--- src/rtl/ps2_pkg.sv ---
// Shared constants, deframe state encoding and the held-key mapping for the PS/2 keyboard receiver.
package ps2_pkg;

  localparam logic [7:0] PS2_BREAK = 8'hF0;
  localparam logic [7:0] PS2_EXT   = 8'hE0;
  localparam logic [7:0] KEY_Q     = 8'h15;
  localparam logic [7:0] KEY_A     = 8'h1C;
  localparam logic [7:0] KEY_P     = 8'h4D;
  localparam logic [7:0] KEY_L     = 8'h4B;

  typedef enum logic [1:0] {IDLE, DATA, PARITY, STOP} rx_state_e;

  // One-hot position of a tracked key in key_held ({L,P,A,Q}); zero for untracked codes.
  function automatic logic [3:0] hold_bit(input logic [7:0] code);
    logic [3:0] m;
    m = 4'b0000;
    case (code)
      KEY_Q:   m = 4'b0001;
      KEY_A:   m = 4'b0010;
      KEY_P:   m = 4'b0100;
      KEY_L:   m = 4'b1000;
      default: m = 4'b0000;
    endcase
    return m;
  endfunction

endpackage

--- src/rtl/ps2_line_filter.sv ---
// Synchronises the raw PS/2 pins, glitch-filters the clock and emits a one-cycle pulse
// on each filtered falling edge, alongside the synchronised data line.
module ps2_line_filter #(
  parameter int FILTER_LEN = 8
) (
  input  logic clk,
  input  logic rstn,
  input  logic ps2_clk_i,
  input  logic ps2_dat_i,
  output logic fall,
  output logic dat_s
);

  localparam int CW = (FILTER_LEN > 1) ? $clog2(FILTER_LEN) : 1;

  logic [1:0]    clk_sync;
  logic [1:0]    dat_sync;
  logic          clk_f;
  logic [CW-1:0] fcnt;

  // fcnt counts consecutive samples that disagree with the filtered level; the line
  // is binary, so these are also consecutive equal samples.
  always_ff @(posedge clk or negedge rstn) begin
    if (!rstn) begin
      clk_sync <= 2'b00;
      dat_sync <= 2'b00;
      clk_f    <= 1'b1;
      fcnt     <= '0;
      fall     <= 1'b0;
    end else begin
      clk_sync <= {clk_sync[0], ps2_clk_i};
      dat_sync <= {dat_sync[0], ps2_dat_i};
      fall     <= 1'b0;
      if (clk_sync[1] == clk_f) begin
        fcnt <= '0;
      end else if (fcnt == CW'(FILTER_LEN - 1)) begin
        clk_f <= clk_sync[1];
        fcnt  <= '0;
        fall  <= clk_f;
      end else begin
        fcnt <= fcnt + CW'(1);
      end
    end
  end

  assign dat_s = dat_sync[1];

endmodule

--- src/rtl/ps2_keyboard_rx.sv ---
// PS/2 device-to-host receiver: deframes 11-bit frames, checks start/parity/stop and strips
// F0/E0 prefixes so one ps2_done pulse marks each key make. Optional held-key tracking: PS2_HOLD_EN.
module ps2_keyboard_rx
  import ps2_pkg::*;
#(
  parameter int FILTER_LEN  = 8,
  parameter int TIMEOUT_CYC = 50000
) (
  input  logic       clk,
  input  logic       rstn,
  input  logic       ps2_clk_i,
  input  logic       ps2_dat_i,
  output logic       ps2_done,
  output logic [7:0] ps2_data,
  output logic       ps2_ext,
  output logic       frame_err,
  output logic [3:0] key_held
);

  localparam int TW = $clog2(TIMEOUT_CYC + 1);

  logic          fall;
  logic          dat_s;
  rx_state_e     state, state_nx;
  logic [2:0]    bitcnt;
  logic [7:0]    shreg;
  logic          par;
  logic [TW-1:0] tcnt;
  logic          tmo;
  logic          byte_valid;
  logic          err_nx;
  logic          brk;
  logic          ext;

  ps2_line_filter #(.FILTER_LEN(FILTER_LEN)) u_filt (
    .clk       (clk),
    .rstn      (rstn),
    .ps2_clk_i (ps2_clk_i),
    .ps2_dat_i (ps2_dat_i),
    .fall      (fall),
    .dat_s     (dat_s)
  );

  // A fall in the timeout cycle keeps the frame alive.
  assign tmo = (state != IDLE) && (tcnt == TW'(TIMEOUT_CYC - 1)) && !fall;

  always_ff @(posedge clk or negedge rstn) begin
    if (!rstn) state <= IDLE;
    else       state <= state_nx;
  end

  always_comb begin
    state_nx   = state;
    byte_valid = 1'b0;
    err_nx     = 1'b0;
    if (fall) begin
      case (state)
        IDLE:   if (!dat_s) state_nx = DATA;
        DATA:   if (bitcnt == 3'd7) state_nx = PARITY;
        PARITY: state_nx = STOP;
        STOP: begin
          state_nx = IDLE;
          if ((^shreg ^ par) && dat_s) byte_valid = 1'b1;
          else                         err_nx     = 1'b1;
        end
        default: state_nx = IDLE;
      endcase
    end else if (tmo) begin
      state_nx = IDLE;
      err_nx   = 1'b1;
    end
  end

  always_ff @(posedge clk or negedge rstn) begin
    if (!rstn) begin
      bitcnt <= 3'd0;
      shreg  <= 8'h00;
      par    <= 1'b0;
      tcnt   <= '0;
    end else begin
      if (fall)                               tcnt <= '0;
      else if (tcnt != TW'(TIMEOUT_CYC - 1))  tcnt <= tcnt + TW'(1);
      if (fall) begin
        case (state)
          IDLE:    bitcnt <= 3'd0;
          DATA: begin
            shreg  <= {dat_s, shreg[7:1]};
            bitcnt <= bitcnt + 3'd1;
          end
          PARITY:  par <= dat_s;
          default: ;
        endcase
      end
    end
  end

  // Prefix decoder; ps2_data only ever loads a complete, valid make code.
  always_ff @(posedge clk or negedge rstn) begin
    if (!rstn) begin
      ps2_done  <= 1'b0;
      ps2_data  <= 8'h00;
      ps2_ext   <= 1'b0;
      frame_err <= 1'b0;
      brk       <= 1'b0;
      ext       <= 1'b0;
    end else begin
      ps2_done  <= 1'b0;
      frame_err <= err_nx;
      if (byte_valid) begin
        if (shreg == PS2_BREAK) begin
          brk <= 1'b1;
        end else if (shreg == PS2_EXT) begin
          ext <= 1'b1;
        end else if (brk) begin
          brk <= 1'b0;
          ext <= 1'b0;
        end else begin
          ps2_done <= 1'b1;
          ps2_data <= shreg;
          ps2_ext  <= ext;
          ext      <= 1'b0;
        end
      end
    end
  end

`ifdef PS2_HOLD_EN
  logic [3:0] held;

  always_ff @(posedge clk or negedge rstn) begin
    if (!rstn) begin
      held <= 4'b0000;
    end else if (byte_valid && shreg != PS2_BREAK && shreg != PS2_EXT && !ext) begin
      if (brk) held <= held & ~hold_bit(shreg);
      else     held <= held | hold_bit(shreg);
    end
  end

  assign key_held = held;
`else
  assign key_held = 4'b0000;
`endif

endmodule
--- config.mk ---
export PLATFORM = sky130hd
export DESIGN_NAME = ps2_keyboard_rx
export DESIGN_NICKNAME = d
export VERILOG_FILES = /design/src/rtl/ps2_pkg.sv /design/src/rtl/ps2_line_filter.sv /design/src/rtl/ps2_keyboard_rx.sv
export SDC_FILE = /design/constraint.sdc
export NUM_CORES = 1
export LEC_CHECK = 0
export ABC_AREA = 1
export BUFFER_PORTS_ARGS = -buffer_cell sky130_fd_sc_hd__buf_2
export CAP_MARGIN = 5
export CORE_MARGIN = 1
export CORE_UTILIZATION = 60
export CTS_BUF_LIST = sky130_fd_sc_hd__clkbuf_2 sky130_fd_sc_hd__clkbuf_4 sky130_fd_sc_hd__clkbuf_8
export DETAILED_ROUTE_END_ITERATION = 8
export PLACE_DENSITY = 0.89
export SETUP_SLACK_MARGIN = 0.1
export SYNTH_ARGS = -nofsm -noshare
export SYNTH_HDL_FRONTEND = slang
export SYNTH_SLANG_ARGS = --single-unit
--- constraint.sdc ---
create_clock -name clk -period 4.05 [get_ports clk]
set_clock_uncertainty 0.05 [all_clocks]
set_input_delay 0.2025 -clock clk [delete_from_list [all_inputs] [get_ports clk]]
set_output_delay 0.2025 -clock clk [all_outputs]
set_load 0.05 [all_outputs]
==> results.md, run 1 <==
- Pwr dens: 366 mW/mm²
- FMAX: 0.493 GHz
- Crit path DAT: 2.23 ns
- Crit path max-delay family: simple AND/OR/NAND/NOR gates
- Combinational share of power: 10.1%
- Vias in the first global route: 1763
- CP max-delay cell: a21oi_2
- Switching Fraction: 25.2%
- Setup bufs post-CTS: 0
- Die Y: 67.3 µm
- Cts bufs inserted: 5
- Commonest non-fill, non-tap cell in the layout: nand2_1
- Leak pwr: 1.46 nW
- Sw Pwr: 258 µW
- Distinct cells, synth: 30
- Leading post-synthesis cells by cell area: dfrtp_1 50%, nand2_1 11%, ha_1 6.8%, inv_1 5.0%, nand4_1 3.4%
- Clock share of power: 31.6%
- Total track usage: 22.8%
- Register area share after synthesis: 50.9%
- Core area: 0.00406 mm²
- # DRC: 0
- # IOs: 19
- CP Cell Sequence: inv_1 > ha_1 > xor2_1 > nand3_1 > a21oi_2 > nand4_1 > nand2_1
- Initial core utilization: 63.1%
- Synth Warn #: 0
- Post-DP Area: 0.00266 mm²
- Leading area contributor after synthesis: dfrtp_1
- Fin crit period: 2.03 ns
- Die Area: 0.00453 mm²
- DR pass1 iterations: 5
- Tcrit/Tclk final: 50.1%
- WP buf/inv: 1
- WL per Instance: 12.8 µm
- Placement Rows: 23
- Finished Layout Cells: 359
- CTS HTree Levels: 2
- Synthesis-stage register bit count: 52
- Synth top area share: 49.9%
- Met2 GRT Util: 34.4%
- HP Class: reg -> reg
- Most frequent cells in the layout: 74 x nand2_1, 51 x dfrtp_1, 34 x inv_1
- Gpl congestion: 0.801
- Placed cells: 348
- CTS tree: built
- Post-DP HPWL: 3250 µm
- Clk sink count: 52
- Largest net degree at the start of global routing: 53
- Worst-margin pin slew: 0.649 ns
- CP max FO: 12
- Post-route cell area: 0.00279 mm²
- Clk buf depth: 2
- Max cap viols: 0
- Max-slew violation count: 0
- Clk root buf: clkbuf_8
- Total grt overflow: 0
- Worst setup margin: 2.02 ns
- Nets: 326
- Via count: 1936
- Filler Cell Count: 287
- Critical Path RT: 4.25 ns
- Routed WL: 4600 µm
- Worst slew margin: 56.7%
- Syn avg cell area: 8.85 µm²
- Place WS: 2.08 ns
- Port Buf Inserts: 14
- Initial antenna violation count: 0
- Clock-pin slew on the worst setup and hold paths: 0.09 ns
- Vias per cell: 5.39
- Setup_tns: 0 ns
- Met3 Usage GRT: 5.91%
- Clock Latency Late Sink: 0.30 ns
- Int Power: 764 µW
- Worst setup EP type: flop
- CP Launch Type: flop
- Die W: 67.3 µm
- VDD IR max: 0.279 mV
- Critical path class: reg -> reg
- Synthesized instance count: 289
- Outcome: completed
- First-pass GRT wire length: 7710 µm
- Gr busiest metal: met2
- Delay of the slowest critical-path stage: 0.45 ns
- Initial DRC count: 144
- Proportion of layout cells with a drive suffix above 1: 13.9%
- Post-Syn Area: 0.00256 mm²
- Hold Fails Final Rpt: 0
- P&R area growth vs syn: 9.10%
- GR Util met1: 30.8%
- Setup Viol. Count Final: 0
- Final ANT Viol Nets: 0
- Unrepaired setup endpoints after global routing: no
- Inserted Diodes: 0
- Seq pwr share: 58.3%
repair_timing:
item | 4_1_cts | 5_1_grt
gates resized for setup | 0 | 0
hold buffers | 3 | 0
endpoints found under the hold margin | 53 | 0
metal layers:
metal | wire length [µm] | vias up
met2 | 2100 | 47
met4 | 103 | 0
met1 | 2240 | 907
li1 | - | 968
met3 | 163 | 14
met5 | 0 | -
registers in the layout, indices dropped and copies added, names as in the netlist, 2 cells and up:
| name | cells |
|---|---|
| u_filt.dat_sync | 2 |
| state | 2 |
| ps2_data | 8 |
| tcnt | 16 |
| shreg | 8 |
| u_filt.fcnt | 3 |
| u_filt.clk_sync | 2 |
| bitcnt | 3 |
cells in the mapped netlist:
| library cell | instances |
|---|---|
| nand4_1 | 14 |
| nor2_1 | 20 |
| a21oi_1 | 12 |
| dfrtp_1 | 51 |
| o22ai_1 | 1 |
| nand4_2 | 1 |
| nand2_2 | 3 |
| buf_4 | 5 |
| nand3_2 | 4 |
| inv_1 | 34 |
| ha_1 | 14 |
| nor3_2 | 3 |
| nand3_1 | 12 |
| or2_2 | 1 |
| conb_1 | 1 |
| xnor2_1 | 1 |
| nor3_1 | 4 |
| or2_1 | 1 |
| a31oi_1 | 4 |
| o31ai_1 | 2 |
| o21ai_0 | 10 |
| o21ai_1 | 2 |
| a21oi_2 | 1 |
| dfstp_2 | 1 |
| xor2_1 | 3 |
| inv_2 | 2 |
| nor2_4 | 4 |
| clkbuf_1 | 2 |
| buf_1 | 2 |
| nand2_1 | 74 |
logic make-up (layout without fill, tap and decap cells):
group,after synthesis,after routing,synth area share [%]
xor+xnor,4,4,1.37
simple gates,141,141,26.6
fa+ha+maj,14,14,6.85
buf+inv,45,62,7.34
other cells,1,4,0.147
flops,52,52,50.9
compound gates,32,32,6.85
worst register-to-register path, delay by kind of cell, from the launching register on:
| family | cells | cell delay [ns] |
|---|---|---|
| AO/OA/AOI/OAI | 1 | 0.45 |
| XOR/XNOR | 1 | 0.22 |
| adder cells (fa/ha/maj) | 1 | 0.32 |
| buffers and inverters | 1 | 0.09 |
| flip-flops | 1 | 0.39 |
| AND/OR/NAND/NOR | 3 | 0.46 |
power groups by stage:
stage,logic (mW),registers [mW],clock network (mW)
2_1_floorplan,0.0801,0.597,0
3_3_place_gp,0.0958,0.604,0
3_5_place_dp,0.102,0.605,0
4_1_cts,0.105,0.595,0.329
5_1_grt,0.121,0.602,0.353
6_report,0.103,0.596,0.323
final cells by class:
cell class	instances	area (µm²)	share of cell area (%)
Clock buffer	8	104	3.72
Inverter	36	135	4.84
Multi-Input combinational cell	195	1080	38.7
Sequential cell	52	1300	46.7
Tap cell	50	62.6	2.24
Timing Repair Buffer	18	108	3.85
stage by stage:
step                hold slack [ns]  total power [mW]  util [%]
floorplan                    -0.143             0.677         -
global placement              0.261             0.700      65.5
detailed placement            0.262             0.707      65.5
global route                  0.314              1.08      68.8
finish                        0.304              1.02      68.8
CTS                           0.305              1.03      68.8
path summary, 6_finish.rpt:
| kind | startpoint | endpoint | slack (ns) | depth (start not counted) |
|---|---|---|---|---|
| worst max register to register | shreg[4] | ps2_data[0] | 2.02 | 7 |
| worst max-delay path | shreg[4] | ps2_data[0] | 2.02 | 7 |
| worst min-delay path | u_filt.dat_sync[0] | u_filt.dat_sync[1] | 0.30 | 0 |
| min in group asynchronous | rstn | ps2_done | 0.48 | 3 |
| worst min register to register | u_filt.dat_sync[0] | u_filt.dat_sync[1] | 0.30 | 0 |
| max in group asynchronous | rstn | tcnt[1] | 3.03 | 3 |
Note: power is estimated with default switching activity, not from simulation.
==> run 2: changes to the inputs <==
--- a/config.mk
+++ b/config.mk
@@ -9,10 +9,10 @@
 export BUFFER_PORTS_ARGS = -buffer_cell sky130_fd_sc_hd__buf_2
 export CAP_MARGIN = 5
 export CORE_MARGIN = 1
-export CORE_UTILIZATION = 60
+export CORE_UTILIZATION = 56
 export CTS_BUF_LIST = sky130_fd_sc_hd__clkbuf_2 sky130_fd_sc_hd__clkbuf_4 sky130_fd_sc_hd__clkbuf_8
 export DETAILED_ROUTE_END_ITERATION = 8
-export PLACE_DENSITY = 0.89
+export PLACE_DENSITY = 0.87
 export SETUP_SLACK_MARGIN = 0.1
 export SYNTH_ARGS = -nofsm -noshare
 export SYNTH_HDL_FRONTEND = slang
==> constraint.sdc (replaced) <==
create_clock -name clk -period 1.8 [get_ports clk]
set_clock_uncertainty 0.05 [all_clocks]
set_input_delay 0.09 -clock clk [delete_from_list [all_inputs] [get_ports clk]]
set_output_delay 0.09 -clock clk [all_outputs]
set_load 0.05 [all_outputs]
==> run 2 against run 1 <==
  * The run now ends with setup timing left
  * Flip-flop and latch count unchanged
  * Clock power increased to 2.5 times the previous value
  * Critical path depth increased by 2
  * Die area increased by 6.9%
  * Largest power group unchanged
  * Maximum frequency increased by 11%
  * Total power increased by 140%
==> results.md, run 2 (synthesis gave the netlist of run 1 again) <==
- Critical path class: reg -> reg
- Place WS: 0.000135 ns (-2.08 ns)
- Biggest regs: tcnt (16), ps2_data (8), shreg (8)
- Worst-margin pin slew: 0.501 ns (-0.148 ns)
- Cts bufs inserted: 5 (unchanged)
- Unrepaired setup endpoints after global routing: yes
- Clock-pin slew on the worst setup and hold paths: 0.10 ns (about the same)
- P&R area growth vs syn: 22.9%
- Critical Path RT: 2.01 ns (-2.24 ns)
- Crit path DAT: 2.04 ns (-0.19 ns)
- Hold Fails Final Rpt: 0 (unchanged)
- Routed WL: 5800 µm (+26%)
- Tcrit/Tclk final: 102% (+51 points)
- Most flop-heavy register: tcnt
- Fin crit period: 1.83 ns (-0.201 ns)
- Clk root buf: clkbuf_8
- Commonest non-fill, non-tap cell in the layout: nand2_1
- CTS HTree Levels: 2 (unchanged)
- Failing checks: setup timing
- Leak pwr: 1.63 nW (+11%)
- Initial core utilization: 58.4% (-4.7 points)
- Die W: 69.6 µm (+3.4%)
- Post-route cell area: 0.00315 mm² (+13%)
- Pwr dens: 774 mW/mm² (+110%)
- Clk sink count: 52 (unchanged)
- Vias in the first global route: 1935 (+9.8%)
- Initial antenna violation count: 0 (unchanged)
- Most frequent cells in the layout: 62 x nand2_1, 50 x dfrtp_1, 32 x inv_1
- First-pass GRT wire length: 8380 µm (+8.7%)
- Nets: 346 (+6.1%)
- Placement Rows: 24 (+4.3%)
- Worst setup EP type: flop
- # IOs: 19 (unchanged)
- Max reg flops: 16 (unchanged)
- Inserted Diodes: 0 (unchanged)
- CTS tree: built
- Largest net degree at the start of global routing: 33 (-38%)
- Port Buf Inserts: 14 (unchanged)
- Gpl congestion: 0.804 (+0.45%)
- Proportion of layout cells with a drive suffix above 1: 26.1% (+12 points)
- Clock Latency Late Sink: 0.31 ns (about the same)
- Clk buf depth: 2 (unchanged)
- FMAX: 0.547 GHz (+11%)
- Core area: 0.00438 mm² (+8.0%)
- CP Launch Type: flop
- Worst setup margin: -0.0274 ns (-2.05 ns)
- Total grt overflow: 0 (unchanged)
- VDD IR max: 0.593 mV (+110%)
- Via count: 2157 (+11%)
- Total track usage: 21.5% (-1.2 points)
- HP Class: in -> async
- Worst slew margin: 66.6% (+9.9 points)
- Max-slew violation count: 0 (unchanged)
- Vias per cell: 5.66 (+5.0%)
- WL per Instance: 15.2 µm (+19%)
- Initial DRC count: 274 (+90%)
- Setup_tns: -0.0693 ns (-0.0693 ns)
- Max cap viols: 0 (unchanged)
- Setup Viol. Count Final: 6 (+6)
- Outcome: finished with violations
- Die Area: 0.00484 mm² (+6.9%)
- Post-DP HPWL: 3260 µm (+0.28%)
- CP max FO: 8 (-4)
- Post-DP Area: 0.00274 mm² (+3.1%)
- DR pass1 iterations: 7 (+2)
- Die Y: 69.6 µm (+3.4%)
- # DRC: 0 (unchanged)
- Final ANT Viol Nets: 0 (unchanged)
==> run 2: cell count changes in the layout (fill, tap and decap cells not counted), moves of 3 or more <==
cell and delta:
buf_4 +16, ha_1 -3, ha_4 +3, nand2_1 -12, nand2_2 +7, nand2_4 +5
nand3_1 -3
==> run 2: critical path, stage by stage, from the launching register on <==
cell	delay, ns
dfrtp_1	0.38
inv_1	0.09
ha_1	0.34
xor2_2	0.18
inv_1	0.13
nand2_4	0.09
a21oi_4	0.18
buf_6	0.15
nand4_1	0.09
nand2_1	0.09
==> run 2: path summary, 6_finish.rpt <==
check | slack, ns | to | startpoint | cells past startpoint
setup / recovery | -0.03 | ps2_data[1] | shreg[4] | 9
setup reg to reg | -0.03 | ps2_data[1] | shreg[4] | 9
hold / removal | 0.22 | tcnt[2] | rstn | 2
max in group asynchronous | 0.86 | u_filt.clk_f | rstn | 3
min in group clk | 0.31 | u_filt.clk_sync[1] | u_filt.clk_sync[0] | 0
hold reg to reg | 0.31 | u_filt.clk_sync[1] | u_filt.clk_sync[0] | 0
==> run 2: routing by layer <==
metal | up-vias | GRT usage [%] | share of wire [%] | wire length, µm
li1 | 1008 | - | - | -
met1 | 1035 | 27.9 | 43 | 2520
met2 | 92 | 36.4 | 49 | 2840
met3 | 22 | 3.92 | 4.9 | 285
met4 | 0 | 7.48 | 2.8 | 163
met5 | - | 0 | 0 | 0
==> run 2: timing repair <==
action	in CTS	in global routing
gates resized for setup	2	35
cloned	0	1
setup buffers	4	6
endpoints found under the setup margin	10	21
hold buffers	3	0
pin swaps	2	15
hold endpoints to repair	22	0
==> run 2: cell type report <==
type,count,area [µm²]
Inverter,36,135
Timing Repair Buffer,37,270
Sequential cell,52,1300
Clock inverter,2,35.0
Clock buffer,6,76.3
Fill cell,305,1240
Multi-Input combinational cell,196,1260
Tap cell,52,65.1
==> run 2: power by group <==
part / switching, mW / leakage [nW] / internal, mW / total (mW)
Sequential: 0.0909 / 0.696 / 1.26 / 1.35
Clock: 0.391 / 0.0586 / 0.428 / 0.820
Combinational: 0.154 / 0.873 / 0.108 / 0.263
==> run 2: through the flow <==
| step | total power [mW] | instances | hold slack, ns | utilization (%) |
|---|---|---|---|---|
| 6_report | 2.43 | 381 | 0.217 | 71.7 |
| 5_1_grt | 2.54 | 381 | 0.266 | 71.7 |
| 4_1_cts | 2.40 | 374 | 0.223 | 66.7 |
| 3_5_place_dp | 1.59 | 359 | 0.0242 | 62.5 |
| 3_3_place_gp | 1.58 | 359 | 0.0191 | 62.5 |
| 2_1_floorplan | 1.52 | 292 | -0.256 | - |
==> run 3: changes to the inputs <==
--- a/config.mk
+++ b/config.mk
@@ -9,11 +9,11 @@
 export BUFFER_PORTS_ARGS = -buffer_cell sky130_fd_sc_hd__buf_2
 export CAP_MARGIN = 5
 export CORE_MARGIN = 1
-export CORE_UTILIZATION = 56
-export CTS_BUF_LIST = sky130_fd_sc_hd__clkbuf_2 sky130_fd_sc_hd__clkbuf_4 sky130_fd_sc_hd__clkbuf_8
+export CORE_UTILIZATION = 54
 export DETAILED_ROUTE_END_ITERATION = 8
-export PLACE_DENSITY = 0.87
+export PLACE_DENSITY = 0.85
 export SETUP_SLACK_MARGIN = 0.1
 export SYNTH_ARGS = -nofsm -noshare
 export SYNTH_HDL_FRONTEND = slang
+export SYNTH_HIERARCHICAL = 1
 export SYNTH_SLANG_ARGS = --single-unit
==> run 3 against run 2 <==
  * The flow still finishes with violations (setup timing)
  * Cell count increased by 0.79%
  * Critical path type unchanged
  * Synthesized cell count increased by 3.1%
  * Final area decreased by 0.91%
  * Flip-flop and latch count unchanged
  * Clock power increased by 3.8%
  * Register-to-register slack improved by 0.02 ns
  * Worst setup slack improved by 0.024 ns
  * Utilization decreased by 2.6 points
  * Die area increased by 5.5%
==> results.md, run 3 <==
- Leading area contributor after synthesis: dfrtp_1
- Nets: 349 (+0.87%)
- First-pass GRT wire length: 9050 µm (+8.0%)
- Core area: 0.00450 mm² (+2.7%)
- Post-Syn Area: 0.00261 mm² (+1.9%)
- Worst setup margin: -0.00308 ns (+0.0243 ns)
- Critical Path RT: 2.01 ns (about the same)
- Worst flop-to-flop path startpoint: shreg[1]
- Total Power: 2.47 mW (+1.6%)
- Worst setup EP type: flop
- Cell mode on critical path: nand2_4
- Die W: 71.5 µm (+2.7%)
- Die Area: 0.00511 mm² (+5.5%)
- Vias in the first global route: 2057 (+6.3%)
- Synth async-reset ratio: 100% (unchanged)
- Fin Hold WS: 0.249 ns (+0.0319 ns)
- Most frequent cells in the layout: 68 x nand2_1, 51 x dfrtp_1, 34 x inv_1
- Synth top area share: 48.9% (-0.93 points)
- VDD IR max: 0.444 mV (-25%)
- Filler Cell Count: 313 (+2.6%)
- Synthesis-stage register bit count: 52 (unchanged)
- CP Cell Sequence: inv_2 > ha_4 > inv_2 > nand2_4 > nand2_4 > nand2_4 > nand3_4 > a21oi_4 > buf_6 > nand4_1 > nand2_1
- Initial antenna violation count: 0 (unchanged)
- Cts bufs inserted: 5 (unchanged)
- CP max-delay cell: dfrtp_1
- Leading post-synthesis cells by cell area: dfrtp_1 49%, nand2_1 11%, ha_1 6.7%, inv_1 5.5%, nand4_1 3.8%
- Commonest non-fill, non-tap cell in the layout: nand2_1
- DR pass1 iterations: 4 (-3)
- Outcome: finished with violations
- Clk root buf: clkbuf_8
- Worst-margin pin slew: 0.545 ns (+0.0441 ns)
- Placement Rows: 24 (unchanged)
- Biggest regs: tcnt (16), ps2_data (8), shreg (8)
- P&R area growth vs syn: 19.5%
- FMAX: 0.555 GHz (+1.3%)
- CP Launch Type: flop
- Gpl congestion: 0.859 (+6.7%)
- Clk buf depth: 2 (unchanged)
- Via count: 2123 (-1.6%)
- Setup slack, reg-to-reg: -0.003 ns (+0.02 ns)
- Proportion of layout cells with a drive suffix above 1: 22.9% (-3.2 points)
- Die Y: 71.5 µm (+2.7%)
- EDFF count, synth: 0 (unchanged)
- Syn avg cell area: 8.75 µm² (-1.2%)
- Placed cells: 367 (+2.2%)
- Post-synth top cells: 75 x nand2_1, 51 x dfrtp_1, 38 x inv_1
- Routed WL: 5400 µm (-7.0%)
- Total track usage: 22.7% (+1.1 points)
- Setup Viol. Count Final: 2 (-4)
- Setup_tns: -0.00495 ns (+0.0644 ns)
- Top-count cell post-synth: nand2_1
- Delay of the slowest critical-path stage: 0.43 ns (+0.05 ns)
- Synth Warn #: 6 (+6)
- Reg2reg path depth: 11 (+2)
- Synthesized instance count: 298 (+3.1%)
- Max cap viols: 0 (unchanged)
- Post-DP HPWL: 3480 µm (+6.8%)
- # IOs: 19 (unchanged)
- Tcrit/Tclk final: 100% (-1.3 points)
- Register area share after synthesis: 50.0% (-0.95 points)
- WL per Instance: 14.0 µm (-7.7%)
- Most flop-heavy register: tcnt
- Finished Layout Cells: 384 (+0.79%)
- Total grt overflow: 0 (unchanged)
- Vias per cell: 5.53 (-2.3%)
- CTS HTree Levels: 2 (unchanged)
- Distinct cells, synth: 33 (+10%)
- CTS tree: built
- Port Buf Inserts: 14 (unchanged)
- Max-slew violation count: 0 (unchanged)
- Place WS: -0.0139 ns (-0.0141 ns)
- Critical path class: reg -> reg
- Top FF cell, synth: dfrtp_1
- Fin crit period: 1.80 ns (-0.0243 ns)
- Worst slew margin: 63.7% (-2.9 points)
- Inserted Diodes: 0 (unchanged)
- Clk sink count: 52 (unchanged)
- Max reg flops: 16 (unchanged)
- Crit path DAT: 2.01 ns (-0.03 ns)
- Leak pwr: 1.60 nW (-1.6%)
- Clock Latency Late Sink: 0.31 ns (about the same)
- CP max FO: 6 (-2)
- Unrepaired setup endpoints after global routing: yes
- Largest net degree at the start of global routing: 30 (-9.1%)
- HP Class: in -> async
- Pwr dens: 794 mW/mm² (+2.5%)
- # DRC: 0 (unchanged)
- Initial core utilization: 57.9% (-0.47 points)
- Critical path origin: shreg[1]
- Initial DRC count: 215 (-22%)
- Failing checks: setup timing
- Final ANT Viol Nets: 0 (unchanged)
- Clock-pin slew on the worst setup and hold paths: 0.10 ns (about the same)
- Hold Fails Final Rpt: 0 (unchanged)
## run 3: repair_timing
item | in CTS | in global routing
pin swaps | 3 | 9
gates resized for setup | 14 | 18
setup buffers | 4 | 0
hold endpoints to repair | 24 | 0
hold buffers | 3 | 0
gates cloned | 2 | 0
setup endpoints to repair | 13 | 13
## run 3: worst max-delay path, delay by kind of cell, from the launching register on
kind / cells / cell delay (ns)
AO/OA/AOI/OAI: 1 / 0.18
adder cells (fa/ha/maj): 1 / 0.28
buffers and inverters: 3 / 0.26
flip-flops: 1 / 0.43
AND/OR/NAND/NOR: 6 / 0.55
## run 3: metrics by stage
stage / utilization [%] / area [µm²]
3_3_place_gp: 61.3 / 2760
3_5_place_dp: 61.3 / 2760
6_report: 69.2 / 3120
5_1_grt: 69.2 / 3120
2_1_floorplan: - / 2620
4_1_cts: 67.4 / 3040
## run 3: final timing paths
kind	to
worst max-delay path	ps2_data[5]
min in group clk	u_filt/clk_sync[1]
max in group asynchronous	tcnt[8]
worst min-delay path	tcnt[7]
worst max register to register	ps2_data[5]
worst min register to register	u_filt/clk_sync[1]
## run 3: layer usage
layer  track usage [%]  vias up  wire, µm  part of all wire, %
met1              30.6     1035      2590                   48
met2              35.0       48      2490                   46
met5                 0        -         0                    0
met3              5.34       12       195                  3.6
li1                  -     1028         -                    -
met4              10.7        0       119                  2.2
## run 3: layout make-up
cell class / instances / area, µm² / share of cell area (%)
Clock buffer: 6 / 82.6 / 2.65
Timing Repair Buffer: 31 / 225 / 7.23
Clock inverter: 2 / 38.8 / 1.24
Multi-Input combinational cell: 200 / 1250 / 40.1
Sequential cell: 52 / 1300 / 41.8
Tap cell: 52 / 65.1 / 2.09
Inverter: 41 / 154 / 4.94
## run 3: where the power goes
part	switching (mW)	internal (mW)	total (mW)
Sequential	0.0846	1.27	1.35
Combinational	0.171	0.0986	0.270
Clock	0.396	0.455	0.851
Total	0.652	1.82	2.47
## run 3: logic make-up (layout without fill, tap and decap cells)
logic type                 count (synthesis)  in the layout  synth area share, %
xor gates and xnor gates                   3              3                 1.01
and+or+nand+nor                          146            147                 26.8
other                                      1              4                0.144
buffers and inverters                     50             80                 8.64
adders and majority gates                 14             14                 6.72
AOI/OAI and AO/OA                         32             32                 6.77
DFF                                       52             52                 50.0
